==> config.mk <==
export PLATFORM = sky130hd
export DESIGN_NAME = adder_rr_sched
export DESIGN_NICKNAME = d
export VERILOG_FILES = /design/src/rtl/adder_rr_pkg.sv /design/src/rtl/add_sub_core.sv /design/src/rtl/adder_rr_sched.sv
export SDC_FILE = /design/constraint.sdc
export NUM_CORES = 1
export LEC_CHECK = 0
export CELL_PAD_IN_SITES_DETAIL_PLACEMENT = 1
export CELL_PAD_IN_SITES_GLOBAL_PLACEMENT = 1
export CORE_UTILIZATION = 35
export CTS_CLUSTER_SIZE = 8
export DETAILED_ROUTE_END_ITERATION = 10
export GPL_TIMING_DRIVEN = 0
export MAX_ROUTING_LAYER = met4
export PLACE_DENSITY = 0.95
export SLEW_MARGIN = 20
export SYNTH_ARGS = -nofsm -noshare
export SYNTH_HDL_FRONTEND = slang
export SYNTH_SLANG_ARGS = --single-unit
==> constraint.sdc <==
create_clock -name clk -period 11.28 [get_ports clk]
set_input_delay 3.384 -clock clk [delete_from_list [all_inputs] [get_ports clk]]
set_output_delay 3.384 -clock clk [all_outputs]
set_load 0.005 [all_outputs]
==> src/rtl/adder_rr_pkg.sv <==
`default_nettype none
// ============================================================================
// Module      : adder_rr_pkg
// Description : Shared constants, state encodings and the round-robin
//               arbitration helper for the adder_rr_sched block.
// Revision    : 1.0 - initial release
// ============================================================================
package adder_rr_pkg;

    // Default datapath width of the shared add/subtract unit
    localparam int ADDER_WIDTH = 16;

    // Operation select encodings
    localparam logic OP_ADD = 1'b0;
    localparam logic OP_SUB = 1'b1;

    // Requester identifiers
    localparam logic REQ_ID0 = 1'b0;
    localparam logic REQ_ID1 = 1'b1;

    // Output register occupancy
    typedef enum logic [0:0] {
        ST_EMPTY = 1'b0,
        ST_FULL  = 1'b1
    } out_state_e;

    // Two-way round-robin: a lone requester always wins, on a tie the
    // requester that did not win last time goes first. Returns {g1, g0}.
    function automatic logic [1:0] rr_grant(
        input logic v0,
        input logic v1,
        input logic last
    );
        logic g0;
        logic g1;
        g0 = v0 && (!v1 || (last == REQ_ID1));
        g1 = v1 && (!v0 || (last == REQ_ID0));
        return {g1, g0};
    endfunction

endpackage
`default_nettype wire

==> src/rtl/add_sub_core.sv <==
`default_nettype none
// ============================================================================
// Module      : add_sub_core
// Description : Combinational two's-complement add/subtract with carry-out
//               (no-borrow on subtract) and signed overflow.
// Revision    : 1.0 - initial release
// ============================================================================
module add_sub_core
    import adder_rr_pkg::*;
#(
    parameter int WIDTH = ADDER_WIDTH
) (
    input  logic [WIDTH-1:0] a,
    input  logic [WIDTH-1:0] b,
    input  logic             op,
    output logic [WIDTH-1:0] sum,
    output logic             cout,
    output logic             ovf
);

    logic [WIDTH-1:0] w_b_eff;
    logic [WIDTH:0]   w_full;

    // Subtract is A + ~B + 1; the carry-in doubles as the op bit
    always_comb begin
        w_b_eff = (op == OP_SUB) ? ~b : b;
        w_full  = {1'b0, a} + {1'b0, w_b_eff} + {{WIDTH{1'b0}}, op};
        sum     = w_full[WIDTH-1:0];
        cout    = w_full[WIDTH];
        ovf     = (a[WIDTH-1] == w_b_eff[WIDTH-1]) && (sum[WIDTH-1] != a[WIDTH-1]);
    end

endmodule
`default_nettype wire

==> src/rtl/adder_rr_sched.sv <==
`default_nettype none
// ============================================================================
// Module      : adder_rr_sched
// Description : Round-robin scheduler sharing one add/subtract unit between
//               two valid/ready requesters; single registered result slot
//               with backpressure and a saturating overflow counter.
// Revision    : 1.0 - initial release
// ============================================================================
module adder_rr_sched
    import adder_rr_pkg::*;
#(
    parameter int WIDTH = ADDER_WIDTH,
    parameter int CNT_W = 16
) (
    input  logic             clk,
    input  logic             rst,

    input  logic             req0_valid,
    output logic             req0_ready,
    input  logic [WIDTH-1:0] req0_a,
    input  logic [WIDTH-1:0] req0_b,
    input  logic             req0_op,

    input  logic             req1_valid,
    output logic             req1_ready,
    input  logic [WIDTH-1:0] req1_a,
    input  logic [WIDTH-1:0] req1_b,
    input  logic             req1_op,

    output logic             rsp_valid,
    input  logic             rsp_ready,
    output logic             rsp_id,
    output logic [WIDTH-1:0] rsp_sum,
    output logic             rsp_cout,
    output logic             rsp_ovf,

    output logic [CNT_W-1:0] ovf_cnt
);

    localparam logic [CNT_W-1:0] C_CNT_MAX = {CNT_W{1'b1}};

    out_state_e       r_state_q,   w_state_d;
    logic             r_last_q,    w_last_d;
    logic             r_id_q,      w_id_d;
    logic [WIDTH-1:0] r_sum_q,     w_sum_d;
    logic             r_cout_q,    w_cout_d;
    logic             r_ovf_q,     w_ovf_d;
    logic [CNT_W-1:0] r_cnt_q,     w_cnt_d;

    logic             w_can_accept;
    logic [1:0]       w_grant;
    logic             w_issue;
    logic             w_sel;
    logic [WIDTH-1:0] w_op_a;
    logic [WIDTH-1:0] w_op_b;
    logic             w_op;
    logic [WIDTH-1:0] w_core_sum;
    logic             w_core_cout;
    logic             w_core_ovf;

    // Arbitrate only when the result slot is free or being drained; reset blocks all handshakes
    always_comb begin
        w_can_accept = !rst && ((r_state_q == ST_EMPTY) || rsp_ready);
        w_grant      = rr_grant(req0_valid, req1_valid, r_last_q) & {2{w_can_accept}};
        w_issue      = |w_grant;
        w_sel        = w_grant[1] ? REQ_ID1 : REQ_ID0;
        w_op_a       = w_grant[1] ? req1_a  : req0_a;
        w_op_b       = w_grant[1] ? req1_b  : req0_b;
        w_op         = w_grant[1] ? req1_op : req0_op;
    end

    add_sub_core #(
        .WIDTH (WIDTH)
    ) u_core (
        .a    (w_op_a),
        .b    (w_op_b),
        .op   (w_op),
        .sum  (w_core_sum),
        .cout (w_core_cout),
        .ovf  (w_core_ovf)
    );

    // Next-state: an issue overwrites the slot (covers drain+issue in one edge), otherwise a drain empties it
    always_comb begin
        w_state_d = r_state_q;
        w_last_d  = r_last_q;
        w_id_d    = r_id_q;
        w_sum_d   = r_sum_q;
        w_cout_d  = r_cout_q;
        w_ovf_d   = r_ovf_q;
        w_cnt_d   = r_cnt_q;
        if (w_issue) begin
            w_state_d = ST_FULL;
            w_last_d  = w_sel;
            w_id_d    = w_sel;
            w_sum_d   = w_core_sum;
            w_cout_d  = w_core_cout;
            w_ovf_d   = w_core_ovf;
            if (w_core_ovf && (r_cnt_q != C_CNT_MAX)) begin
                w_cnt_d = r_cnt_q + 1'b1;
            end
        end else if ((r_state_q == ST_FULL) && rsp_ready) begin
            w_state_d = ST_EMPTY;
        end
    end

    // Result slot, round-robin pointer and overflow counter registers
    always_ff @(posedge clk) begin
        if (rst) begin
            r_state_q <= ST_EMPTY;
            r_last_q  <= REQ_ID1;
            r_id_q    <= REQ_ID0;
            r_sum_q   <= '0;
            r_cout_q  <= 1'b0;
            r_ovf_q   <= 1'b0;
            r_cnt_q   <= '0;
        end else begin
            r_state_q <= w_state_d;
            r_last_q  <= w_last_d;
            r_id_q    <= w_id_d;
            r_sum_q   <= w_sum_d;
            r_cout_q  <= w_cout_d;
            r_ovf_q   <= w_ovf_d;
            r_cnt_q   <= w_cnt_d;
        end
    end

    assign req0_ready = w_grant[0];
    assign req1_ready = w_grant[1];
    assign rsp_valid  = (r_state_q == ST_FULL);
    assign rsp_id     = r_id_q;
    assign rsp_sum    = r_sum_q;
    assign rsp_cout   = r_cout_q;
    assign rsp_ovf    = r_ovf_q;
    assign ovf_cnt    = r_cnt_q;

endmodule
`default_nettype wire
==> impl_metrics.ini, run 1 <==
[logic_synthesis]
ys.flop_type = dfxtp_1
synth-edff-count = 0
synth-seq-cells = 37
synth_area_mm2 = 0.00302
yosysWarnings = 0
syn_nets = 442
post_synth.cell_area_avg_um2 = 8.53
syn-instance-count = 354
post_synth_num_cell_types = 54
ys_seq_area_share_pct = 24.5
async_reset_ff_share_pct = 0

[setup_path]
cp.arrival_ns = 5.76
crit_chain = clkdlybuf4s50_1, a21bo_1, nor3_1, buf_2, buf_1, clkdlybuf4s50_1
critPathSlowestCell = clkdlybuf4s50_1
worstSetupStartpointType = primary input
end_kind = primary output
slowest_delay_ns = 0.64
path_max_fanout = 10
cp_top_family = buffers and inverters
cp_num_buf_inv = 4
path_class = primary input to primary output
r2r_slack_ns = 6.28
crit_required_ns = 7.90
path_common_cell = clkdlybuf4s50_1

[cells_and_area]
drive_above_1_share_pct = 7.68
mostFrequentLayoutCells = 107 x clkdlybuf4s50_1, 37 x dfxtp_1, 36 x nand2_1
final_common_cell = clkdlybuf4s50_1
nNetsFinal = 556
diodes = 0
areaGrowthSynthToFinish_pct = 44.3

[run]
maxCapViolations = 0

[place]
pre_cts_ws_ns = 2.13
hpwl_um = 8240
place.gp.congestion = 0.861
port_buffers = 107

[timing]
period_needed_ns = 9.14
setup_viol = 0
clock-skew-final_ns = 0.00487
setup_tns_ns = 0
fmax_mhz = 109
hold_viol_final = 0
finalCritPeriodShare_pct = 81.0
worstMarginPinSlew_ns = 0.999
fin_ws_ns = 2.14
rsz0062_at_grt = no
slew_headroom_pct = 32.9
drv_slew = 0

[clock_network]
cts_buffers = 5
clk_path_buf_depth = 2
insertion_delay_ns = 0.30
cts_tree = built
root_buffer = clkbuf_8
ctsResizeCount = 0
cts_sinks = 37
h-tree-depth = 2
clk_pin_slew_ns = 0.08
cts_setup_buffers = 0
postCtsHoldBufs = 0

[floorplan]
std_cell_rows = 33
num_io_pins = 109
initial_utilization_pct = 36.4
die_height_um = 94.9
core_area_mm2 = 0.00830
dieWidth_um = 94.9
dieArea_mm2 = 0.00900

[global_route]
grt.overflow.total = 0
grt_util_all_layers_pct = 25.1
antenna_found_initial = 0
grt_pass1_vias = 3591
grt_start_max_net_pins = 13
grt_pass1_wl_um = 17000

[detailed_routing]
wl_per_cell_um = 18.6
drtIter0Drc = 121
wirelength_um = 10700
antenna_left = 0
viasPerCell = 5.76
vias = 3307
first_pass_iters = 4
drc = 0

[pwr]
ir_drop_mv = 0.0579
p_leak_nw = 1.64
power.density_mw_per_mm2 = 115

[worst_hold_path]
hold_path.class = flip-flop to flip-flop

[run_status]
status = completed
power breakdown:
part / switching [mW] / total (mW) / internal, mW
logic: 0.110 / 0.212 / 0.102
clock network: 0.0507 / 0.139 / 0.0879
registers: 0.00859 / 0.150 / 0.142
final timing paths:
kind,from,end,depth (start not counted)
max,req1_valid,req1_ready,6
min,rsp_sum[12]$_SDFFE_PP0P_,rsp_sum[12]$_SDFFE_PP0P_,2
max reg2reg,rsp_valid$_SDFFE_PP0P_,ovf_cnt[14]$_SDFFE_PP0P_,14
min reg2reg,rsp_sum[12]$_SDFFE_PP0P_,rsp_sum[12]$_SDFFE_PP0P_,2
metal layers:
metal / part of all wire, % / vias up / global-route usage, %
li1: - / 1541 / -
met1: 40 / 1633 / 26.5
met2: 54 / 114 / 47.2
met3: 4.1 / 19 / 3.30
met4: 1.9 / 0 / 8.96
met5: 0 / - / -
sequential cells by signal, summed over array words and instances, names as in the netlist:
name       cells
r_last_q       1
rsp_id         1
rsp_sum       16
rsp_valid      1
rsp_ovf        1
rsp_cout       1
ovf_cnt       16
synth_stat cells, types with 5 or more instances:
cell type | number | area (um2)
a21oi_1 | 28 | 140
ha_1 | 16 | 200
o21ai_0 | 9 | 45.0
nand3_1 | 15 | 75.1
nor2_1 | 21 | 78.8
nand2_1 | 36 | 135
inv_1 | 9 | 33.8
nor2b_1 | 9 | 56.3
o211ai_1 | 6 | 45.0
xnor2_1 | 5 | 43.8
clkbuf_1 | 10 | 37.5
xor2_1 | 18 | 158
mux2_2 | 15 | 169
dfxtp_1 | 37 | 741
o21a_1 | 6 | 45.0
a21o_1 | 9 | 67.6
mux2i_1 | 23 | 230
nor3_1 | 7 | 35.0
a211oi_1 | 5 | 37.5
logic make-up (layout without fill, tap and decap cells):
logic type / Yosys count / count (layout) / synth area share, %
multiplexers: 44 / 44 / 15.7
flip-flops: 37 / 37 / 24.5
adder cells (fa/ha/maj): 17 / 17 / 7.29
AND/OR/NAND/NOR: 111 / 111 / 18.6
AO/OA/AOI/OAI: 97 / 97 / 24.0
XOR/XNOR: 23 / 23 / 6.67
buffers and inverters: 25 / 140 / 3.19
tightest hold or removal path, stage by stage, from the launching register on:
cell and delay, ns:
dfxtp_1 0.31, nand2_1 0.05, a21oi_1 0.05
per-stage QoR:
step / cells / hold slack (ns) / utilization (%) / cell area [um2] / total power [mW]
6_report: 574 / 0.455 / 52.5 / 4360 / 0.500
5_1_grt: 574 / 0.493 / 52.5 / 4360 / 0.523
4_1_cts: 574 / 0.466 / 52.5 / 4360 / 0.499
3_5_place_dp: 566 / 0.455 / 50.9 / 4220 / 0.359
3_3_place_gp: 566 / 0.442 / 50.9 / 4220 / 0.348
2_1_floorplan: 354 / 0.448 / - / 3020 / 0.276
area by class of cell:
cell class | instances | area [um2]
flip-flops and latches | 37 | 741
well taps | 105 | 131
repair buffers | 107 | 1070
plain buffers | 16 | 62.6
multi-input cells | 292 | 2180
inverters | 9 | 33.8
clock buffers | 5 | 68.8
clock inverters | 3 | 65.1
fillers | 978 | 3940
(Power assumes the default switching activity.)
==> inputs of run 2 (changes only) <==
--- a/config.mk
+++ b/config.mk
@@ -7,12 +7,12 @@
 export LEC_CHECK = 0
 export CELL_PAD_IN_SITES_DETAIL_PLACEMENT = 1
 export CELL_PAD_IN_SITES_GLOBAL_PLACEMENT = 1
-export CORE_UTILIZATION = 35
+export CORE_UTILIZATION = 30
 export CTS_CLUSTER_SIZE = 8
 export DETAILED_ROUTE_END_ITERATION = 10
 export GPL_TIMING_DRIVEN = 0
 export MAX_ROUTING_LAYER = met4
-export PLACE_DENSITY = 0.95
+export PLACE_DENSITY = 0.9
 export SLEW_MARGIN = 20
 export SYNTH_ARGS = -nofsm -noshare
 export SYNTH_HDL_FRONTEND = slang
==> constraint.sdc (replaced) <==
create_clock -name clk -period 8.3 [get_ports clk]
set_input_delay 2.49 -clock clk [delete_from_list [all_inputs] [get_ports clk]]
set_output_delay 2.49 -clock clk [all_outputs]
set_load 0.005 [all_outputs]
==> impl_metrics.ini, run 2 (synthesis results as in run 1) <==
[run_status]
status = completed

[cells_and_area]
final_common_cell = clkdlybuf4s50_1
mostFrequentLayoutCells = 107 x clkdlybuf4s50_1, 37 x dfxtp_1, 36 x nand2_1
areaGrowthSynthToFinish_pct = 44.3
diodes = 0
register_area_um2 = 741
drive_above_1_share_pct = 7.68
nNetsFinal = 556
multiInputGateArea_mm2 = 0.00218
fillers = 1174
final_core_util_pct = 44.6

[detailed_routing]
antenna_left = 0
wl_per_cell_um = 16.8
drtIter0Drc = 117
vias = 3196
first_pass_iters = 4
viasPerCell = 5.31
wirelength_um = 10100
drc = 0

[setup_path]
cp.arrival_ns = 7.58
worstSetupStartpointType = primary input
path_max_fanout = 10
reg2reg_from = rsp_valid$_SDFFE_PP0P_
path_class = primary input to flip-flop
end_kind = flip-flop
crit_required_ns = 8.50
r2r-end = ovf_cnt[14]$_SDFFE_PP0P_
r2r_slack_ns = 3.31
ff2ff_path_depth = 14

[global_route]
grt_pass1_vias = 3340
grt_start_max_net_pins = 12
grt.overflow.total = 0
grt_util_all_layers_pct = 20.5
antenna_found_initial = 0
grt_pass1_wl_um = 16300

[timing]
fmax_mhz = 136
hold_viol_final = 0
setup_viol = 0
clock-skew-final_ns = 0.00485
worstMarginPinSlew_ns = 0.947
period_needed_ns = 7.38
rsz0062_at_grt = no
slew_headroom_pct = 36.3
setup_tns_ns = 0
drv_slew = 0
finalCritPeriodShare_pct = 88.9

[pwr]
power.density_mw_per_mm2 = 144
power_uw = 629
ir_drop_mv = 0.0598
p_leak_nw = 1.62

[place]
place.gp.congestion = 0.826
port_buffers = 107
hpwl_um = 8240

[worst_hold_path]
whs_endpoint = rsp_sum[12]$_SDFFE_PP0P_
hold_path_startpoint = rsp_sum[12]$_SDFFE_PP0P_
min_delay_path_depth = 2
hold_path.class = flip-flop to flip-flop

[floorplan]
std_cell_rows = 36
initial_utilization_pct = 30.9
dieArea_mm2 = 0.0105
num_io_pins = 109
core_area_mm2 = 0.00977
dieWidth_um = 102
die_height_um = 102

[clock_network]
insertion_delay_ns = 0.29
cts_setup_buffers = 0
clk_path_buf_depth = 2
cts_sinks = 37
cts_buffers = 5
postCtsHoldBufs = 0
root_buffer = clkbuf_8
h-tree-depth = 2
clk_pin_slew_ns = 0.08
cts_tree = built
ctsResizeCount = 0

[run]
maxCapViolations = 0
run 2: changes by cell type in the layout (fill, tap and decap cells not counted):
cell	delta
bufinv_16	-2
clkbuf_8	+2
run 2: worst max-delay path, cell delays in order:
cell	delay (ns)
clkdlybuf4s50_1	0.51
a21bo_1	0.25
nor3_1	0.15
buf_2	0.30
mux2i_1	0.72
buf_2	0.44
xor2_1	0.12
ha_1	0.40
a21o_1	0.21
a21o_1	0.18
a21o_1	0.23
a221oi_4	0.53
nand3_1	0.30
a2111o_1	0.49
a211oi_1	0.25
run 2: stage by stage:
stage | setup slack, ns | instances | hold WS (ns) | cell area [um2]
floorplan | 2.05 | 354 | 0.448 | 3020
global placement | 0.916 | 594 | 0.446 | 4260
detailed placement | 0.661 | 594 | 0.450 | 4260
CTS | 0.911 | 602 | 0.459 | 4360
global route | 0.632 | 602 | 0.489 | 4360
finish | 0.921 | 602 | 0.457 | 4360
run 2: worst max-delay path by stage:
| stage | from | slack (ns) | to |
|---|---|---|---|
| 2_1_floorplan | rst | 2.05 | ovf_cnt[14]$_SDFFE_PP0P_ |
| 3_3_place_gp | req1_valid | 0.92 | ovf_cnt[13]$_SDFFE_PP0P_ |
| 3_5_place_dp | req1_valid | 0.66 | ovf_cnt[14]$_SDFFE_PP0P_ |
| 4_1_cts | req1_valid | 0.91 | req1_ready |
| 5_1_grt | req1_valid | 0.63 | ovf_cnt[14]$_SDFFE_PP0P_ |
| 6_report | req1_valid | 0.92 | ovf_cnt[14]$_SDFFE_PP0P_ |
run 2: routing by layer:
metal	part of all wire, %	up-vias	track usage (%)
li1	-	1542	-
met1	43	1581	23.7
met2	53	67	38.0
met3	3.2	6	2.94
met4	0.50	0	2.64
met5	0	-	-
run 2: cell type report:
class	instances	share of cell area, %
Buffer	16	1.44
Tap cell	133	3.82
Clock buffer	7	2.21
Inverter	9	0.775
Timing Repair Buffer	107	24.6
Multi-Input combinational cell	292	50.1
Clock inverter	1	0.115
Sequential cell	37	17.0
run 2: power by group:
group	internal, mW	total [mW]	leakage (nW)	switching (mW)
clock network	0.0752	0.143	0.0542	0.0681
registers	0.192	0.204	0.302	0.0115
logic	0.138	0.282	1.27	0.144
total	0.406	0.629	1.62	0.223
